==> src/rtl/bram_port_arbiter_if.sv <==
// One requester's access channel into the shared block-RAM arbiter.
// The client drives the request side (master); the arbiter returns grant and read data (slave).
interface bram_port_arbiter_if #(
   parameter int AW = 6,
   parameter int DW = 16
);
   logic          req;
   logic          we;
   logic [AW-1:0] addr;
   logic [DW-1:0] wdata;
   logic          gnt;
   logic          rvalid;
   logic [DW-1:0] rdata;

   modport master (
      output req, we, addr, wdata,
      input  gnt, rvalid, rdata
   );

   modport slave (
      input  req, we, addr, wdata,
      output gnt, rvalid, rdata
   );
endinterface

==> src/rtl/bram_port_arbiter.sv <==
// Round-robin sharing of one single-port registered-read block RAM between requesters A and B.
// Define BRAM_ARB_ZERO_FILL_EN to zero every RAM word after reset before any request is served.
module bram_port_arbiter #(
   parameter int AW    = 6,
   parameter int DW    = 16,
   parameter int DEPTH = 1 << AW
) (
   input  logic              CLK,
   input  logic              RST,
   bram_port_arbiter_if.slave a,
   bram_port_arbiter_if.slave b,
   output logic              busy,
   output logic              ram_en,
   output logic              ram_we,
   output logic              ram_clr,
   output logic [AW-1:0]     ram_addr,
   output logic [DW-1:0]     ram_di,
   input  logic [DW-1:0]     ram_do
);

   if (DEPTH > (1 << AW)) begin : g_depth_chk
      $error("DEPTH exceeds the address space of AW bits");
   end

`ifdef BRAM_ARB_ZERO_FILL_EN
   typedef enum logic {ST_FILL, ST_RUN} state_t;
   localparam state_t        ST_RESET  = ST_FILL;
   localparam logic [AW-1:0] LAST_ADDR = AW'(DEPTH - 1);
   logic [AW-1:0] fill_addr_p0;
`else
   typedef enum logic {ST_RUN} state_t;
   localparam state_t ST_RESET = ST_RUN;
`endif

   state_t state, state_nxt;

   logic          a_win;
   logic          b_win;
   logic          last_b_p0;
   logic          rd_issue;
   logic          rd_vld_p1;
   logic          rd_own_b_p1;
   logic [DW-1:0] a_hold_p1;
   logic [DW-1:0] b_hold_p1;

   always_ff @(posedge CLK) begin
      if (RST) state <= ST_RESET;
      else     state <= state_nxt;
   end

`ifdef BRAM_ARB_ZERO_FILL_EN
   always_ff @(posedge CLK) begin
      if (RST)                   fill_addr_p0 <= '0;
      else if (state == ST_FILL) fill_addr_p0 <= fill_addr_p0 + 1'b1;
   end
`endif

   always_comb begin
      state_nxt = state;
      busy      = 1'b0;
      a_win     = 1'b0;
      b_win     = 1'b0;
      ram_en    = 1'b0;
      ram_we    = 1'b0;
      ram_clr   = 1'b0;
      ram_addr  = '0;
      ram_di    = '0;
      case (state)
`ifdef BRAM_ARB_ZERO_FILL_EN
         ST_FILL: begin
            busy     = 1'b1;
            ram_en   = 1'b1;
            ram_we   = 1'b1;
            ram_clr  = 1'b1;
            ram_addr = fill_addr_p0;
            if (fill_addr_p0 == LAST_ADDR) state_nxt = ST_RUN;
         end
`endif
         ST_RUN: begin
            // On a tie the requester that did not win last time goes first.
            if (!RST) begin
               a_win = a.req && (!b.req || last_b_p0);
               b_win = b.req && !a_win;
            end
            if (a_win) begin
               ram_en   = 1'b1;
               ram_we   = a.we;
               ram_clr  = a.we;
               ram_addr = a.addr;
               ram_di   = a.wdata;
            end else if (b_win) begin
               ram_en   = 1'b1;
               ram_we   = b.we;
               ram_clr  = b.we;
               ram_addr = b.addr;
               ram_di   = b.wdata;
            end
         end
         default: ;
      endcase
   end

   assign a.gnt    = a_win;
   assign b.gnt    = b_win;
   assign rd_issue = (a_win && !a.we) || (b_win && !b.we);

   always_ff @(posedge CLK) begin
      if (RST)        last_b_p0 <= 1'b1;
      else if (a_win) last_b_p0 <= 1'b0;
      else if (b_win) last_b_p0 <= 1'b1;
   end

   // Stage p1: the RAM presents DO for the read granted one cycle earlier.
   always_ff @(posedge CLK) begin
      if (RST) rd_vld_p1 <= 1'b0;
      else     rd_vld_p1 <= rd_issue;
   end

   always_ff @(posedge CLK) begin
      rd_own_b_p1 <= b_win;
   end

   assign a.rvalid = rd_vld_p1 && !rd_own_b_p1 && !RST;
   assign b.rvalid = rd_vld_p1 &&  rd_own_b_p1 && !RST;

   // Read data passes straight from the RAM on the pulse and is held afterwards.
   always_ff @(posedge CLK) begin
      if (RST) begin
         a_hold_p1 <= '0;
         b_hold_p1 <= '0;
      end else begin
         if (a.rvalid) a_hold_p1 <= ram_do;
         if (b.rvalid) b_hold_p1 <= ram_do;
      end
   end

   assign a.rdata = a.rvalid ? ram_do : a_hold_p1;
   assign b.rdata = b.rvalid ? ram_do : b_hold_p1;

endmodule

==> src/flat_wrapper.sv <==
// flat-port wrapper written by rule: the top's interface ports become plain ports
module bram_port_arbiter_flat 
#(
   parameter int AW    = 6,
   parameter int DW    = 16,
   parameter int DEPTH = 1 << AW
)
  (CLK, RST, busy, ram_en, ram_we, ram_clr, ram_addr, ram_di, ram_do, a_req, a_we, a_addr, a_wdata, a_gnt, a_rvalid, a_rdata, b_req, b_we, b_addr, b_wdata, b_gnt, b_rvalid, b_rdata);
  bram_port_arbiter_if #(.AW(AW), .DW(DW)) a_i ();
  bram_port_arbiter_if #(.AW(AW), .DW(DW)) b_i ();
  input  logic CLK;
  input  logic RST;
  output logic busy;
  output logic ram_en;
  output logic ram_we;
  output logic ram_clr;
  output logic [AW-1:0] ram_addr;
  output logic [DW-1:0] ram_di;
  input  logic [DW-1:0] ram_do;
  input wire logic [$bits(a_i.req)-1:0] a_req;
  input wire logic [$bits(a_i.we)-1:0] a_we;
  input wire logic [$bits(a_i.addr)-1:0] a_addr;
  input wire logic [$bits(a_i.wdata)-1:0] a_wdata;
  output wire logic [$bits(a_i.gnt)-1:0] a_gnt;
  output wire logic [$bits(a_i.rvalid)-1:0] a_rvalid;
  output wire logic [$bits(a_i.rdata)-1:0] a_rdata;
  input wire logic [$bits(b_i.req)-1:0] b_req;
  input wire logic [$bits(b_i.we)-1:0] b_we;
  input wire logic [$bits(b_i.addr)-1:0] b_addr;
  input wire logic [$bits(b_i.wdata)-1:0] b_wdata;
  output wire logic [$bits(b_i.gnt)-1:0] b_gnt;
  output wire logic [$bits(b_i.rvalid)-1:0] b_rvalid;
  output wire logic [$bits(b_i.rdata)-1:0] b_rdata;
  assign a_i.req = a_req;
  assign a_i.we = a_we;
  assign a_i.addr = a_addr;
  assign a_i.wdata = a_wdata;
  assign a_gnt = a_i.gnt;
  assign a_rvalid = a_i.rvalid;
  assign a_rdata = a_i.rdata;
  assign b_i.req = b_req;
  assign b_i.we = b_we;
  assign b_i.addr = b_addr;
  assign b_i.wdata = b_wdata;
  assign b_gnt = b_i.gnt;
  assign b_rvalid = b_i.rvalid;
  assign b_rdata = b_i.rdata;
  bram_port_arbiter #(.AW(AW), .DW(DW), .DEPTH(DEPTH)) u_core (.CLK(CLK), .RST(RST), .a(a_i), .b(b_i), .busy(busy), .ram_en(ram_en), .ram_we(ram_we), .ram_clr(ram_clr), .ram_addr(ram_addr), .ram_di(ram_di), .ram_do(ram_do));
endmodule
==> config.mk <==
export PLATFORM = sky130hd
export DESIGN_NAME = bram_port_arbiter_flat
export DESIGN_NICKNAME = d
export VERILOG_FILES = /design/src/rtl/bram_port_arbiter_if.sv /design/src/rtl/bram_port_arbiter.sv /design/src/flat_wrapper.sv
export SDC_FILE = /design/constraint.sdc
export NUM_CORES = 1
export LEC_CHECK = 0
export ABC_AREA = 0
export ABC_CLOCK_PERIOD_IN_PS = 3800
export CAP_MARGIN = 20
export CORE_MARGIN = 8
export CORE_UTILIZATION = 40
export CTS_CLUSTER_DIAMETER = 40
export CTS_CLUSTER_SIZE = 24
export DETAILED_ROUTE_END_ITERATION = 8
export HOLD_SLACK_MARGIN = 0.03
export MAX_ROUTING_LAYER = met4
export PLACE_DENSITY = 0.86
export SYNTH_ARGS = -nofsm -noshare
export SYNTH_HDL_FRONTEND = slang
export SYNTH_SLANG_ARGS = --single-unit
==> constraint.sdc <==
create_clock -name CLK -period 3.8 [get_ports CLK]
set_clock_uncertainty 0.1 [all_clocks]
set_input_delay 0.76 -clock CLK [delete_from_list [all_inputs] [get_ports CLK]]
set_output_delay 0.76 -clock CLK [all_outputs]
set_load 0.02 [all_outputs]
==> results.cfg <==
[status]
status = finished, final reports clean

[timing]
worst_pin_slew_ns = 0.589
setup-violations-final = 0
finalCritPeriodShare = 0.905
max_freq_ghz = 0.291
rsz0062_at_grt = false
setup_tns_ns = 0
finalHoldViolCount = 0
relSlewSlack = 0.606
finalMaxSlewViolations = 0
layout_min_cycle_time_ns = 3.44

[clocking]
cts_buffers = 5
cts_resized = 0
postCtsSetupBuffers = 0
cts.path.max_buffers = 2
cts_hold_buf = 0
cts_tree = built
cts.sinks = 35
cts_htree_levels = 2
root_buffer = clkbuf_8
clk_latency_ns = 0.27
clk_pin_slew_ns = 0.07

[layout]
num_antenna_cells = 0
layout-drive-gt1-share = 0.135
finalNetCount = 436
fin_util = 0.680
syn_to_final_growth_pct = 65.6

[setup_path]
crit_fanout = 22
startpoint = a_req
worstSetupStartpointType = primary input
cpPeakStageDelay_ns = 0.65
path_cells = clkdlybuf4s50_1 -> buf_4 -> a32oi_1 -> nor2_1 -> clkdlybuf4s50_1
worstSetupPathType = primary input to output port
critPathRequiredTime_ns = 2.94
cp-end-kind = output port
crit_path_frequent_cell = clkdlybuf4s50_1
arrival_ns = 2.58
reg2reg_from = u_core.rd_vld_p1
slowest_stage = clkdlybuf4s50_1

[grt]
grt_pass1_vias = 2368
grt-busiest-layer = met2
grt_max_degree = 60
grt_use_total = 0.188
met2_usage = 0.328
grt_overflow = 0
antenna_found_initial = 0
grt_pass1_wl_mm = 11.0
use_met1 = 0.180
grt_util_met3 = 0.0947

[placed_design]
detailed_place_hpwl_mm = 5.44
io_buffers = 126
gp_congestion = 0.793

[yosys]
syn_nets = 323
avgSynthCellArea_um2 = 8.06
seq_area_frac_synth = 0.338
ys_ff_latch = 35
netlist_instances = 257
ys.warnings.count = 0
ys_types = 23
synth_area_um2 = 2070

[drt]
postRouteAntennaNets = 0
drt_iter0_drc = 99
drt_wl_total_mm = 7.11
vias = 2224
drc = 0
first_pass_iters = 4
wl_per_cell_um = 16.1
vias_per_cell = 5.04

[hold_path]
hp-start = u_core.a_hold_p1[7]
min_path_type = register to register

[floorplanning]
die_area_um2 = 7740
dieHeight_um = 88.0
num_io_pins = 128
coreArea_um2 = 5040
dieWidth_um = 88.0
start_util = 0.411
rows = 26

[pwr]
ir_worst_vdd_mv = 0.193
p_per_area_nw_per_um2 = 281
finalPower_w = 0.000964
p_leak_nw = 1.28

[flow_run]
cap_violations = 0
## sequential cells by signal, indices dropped and copies added, names as in the netlist
register,flops
u_core.rd_own_b_p1,1
u_core.a_hold_p1,16
u_core.b_hold_p1,16
u_core.last_b_p0,1
u_core.rd_vld_p1,1
## path summary, 6_finish.rpt
check                        endpoint  slack, ns  cells after the start
setup / recovery              ram_clr       0.36                      5
hold / removal    u_core.a_hold_p1[7]       0.35                      2
setup reg to reg  u_core.b_hold_p1[5]       2.54                      3
hold reg to reg   u_core.a_hold_p1[7]       0.35                      2
## placed cells by master, fill, tap and decap left out
| cell | count |
|---|---|
| nand2b_4 | 1 |
| o31ai_1 | 1 |
| dfxtp_1 | 35 |
| conb_1 | 1 |
| nor2_1 | 27 |
| clkbuf_1 | 1 |
| mux2_4 | 10 |
| nand2b_1 | 3 |
| a21boi_2 | 1 |
| and2_1 | 1 |
| a21oi_1 | 32 |
| buf_4 | 6 |
| nor2_8 | 1 |
| inv_1 | 1 |
| buf_2 | 1 |
| mux2_2 | 22 |
| a32oi_1 | 23 |
| clkdlybuf4s50_1 | 125 |
| clkbuf_8 | 7 |
| nand2_1 | 68 |
| nor2b_1 | 2 |
| buf_12 | 1 |
| o21ai_0 | 1 |
## per-layer routing
metal / wire length, µm / vias up
li1: - / 1110
met1: 2730 / 1006
met2: 3510 / 102
met3: 786 / 6
met4: 78 / 0
met5: 0 / -
## critical path: cells and delay by family
kind                   cells  cell delay [ns]
buffers and inverters      3             1.54
AND/OR/NAND/NOR            1             0.14
AO/OA/AOI/OAI              1             0.14
## kinds of logic (layout without fill, tap and decap cells)
group | count (synthesis) | in the layout | share of synthesized area
and+or+nand+nor | 103 | 103 | 0.207
AOI/OAI and AO/OA | 58 | 58 | 0.186
DFF | 35 | 35 | 0.338
muxes | 32 | 32 | 0.192
buffers and inverters | 28 | 142 | 0.0749
other | 1 | 1 | 0.00181
## cell type report
cell class                      instances  area, µm²
Multi-Input combinational cell        194       1210
Sequential cell                        35        701
Inverter                                1       3.75
Fill cell                             404       1610
Timing Repair Buffer                  133       1320
Tap cell                               70       87.6
Clock buffer                            8        100
## power breakdown
part           total [W]  internal (W)  leakage (nW)  switching [W]
Sequential      0.000386      0.000379         0.284     0.00000685
Clock           0.000285      0.000165        0.0515       0.000120
Combinational   0.000292      0.000156         0.947       0.000136
Total           0.000964      0.000701          1.28       0.000263
## synthesized netlist by cell type
| cell type | n | area share |
|---|---|---|
| dfxtp_1 | 35 | 0.34 |
| conb_1 | 1 | 0.0018 |
| a21boi_2 | 1 | 0.0054 |
| buf_6 | 2 | 0.011 |
| and2_1 | 1 | 0.0030 |
| inv_1 | 1 | 0.0018 |
| mux2_4 | 10 | 0.073 |
| buf_4 | 4 | 0.015 |
| buf_1 | 1 | 0.0018 |
| mux2_2 | 22 | 0.12 |
| o21ai_0 | 1 | 0.0024 |
| clkbuf_1 | 12 | 0.022 |
| buf_2 | 7 | 0.017 |
| nand2_1 | 68 | 0.12 |
| a32oi_1 | 23 | 0.097 |
| nor2b_1 | 2 | 0.0060 |
| nand2b_4 | 1 | 0.0066 |
| buf_8 | 1 | 0.0072 |
| nand2b_1 | 3 | 0.0091 |
| nor2_8 | 1 | 0.0097 |
| o31ai_1 | 1 | 0.0036 |
| nor2_1 | 27 | 0.049 |
| a21oi_1 | 32 | 0.077 |
## metrics by stage
step / area (µm²) / instances / worst slack (ns) / hold slack (ns)
finish: 3430 / 441 / 0.360 / 0.352
global route: 3430 / 441 / 0.254 / 0.372
CTS: 3430 / 441 / 0.373 / 0.355
detailed placement: 3330 / 433 / 0.372 / 0.345
global placement: 3330 / 433 / 0.395 / 0.339
floorplan: 2070 / 257 / 1.14 / 0.333
Note: power is estimated with default switching activity, not from simulation.
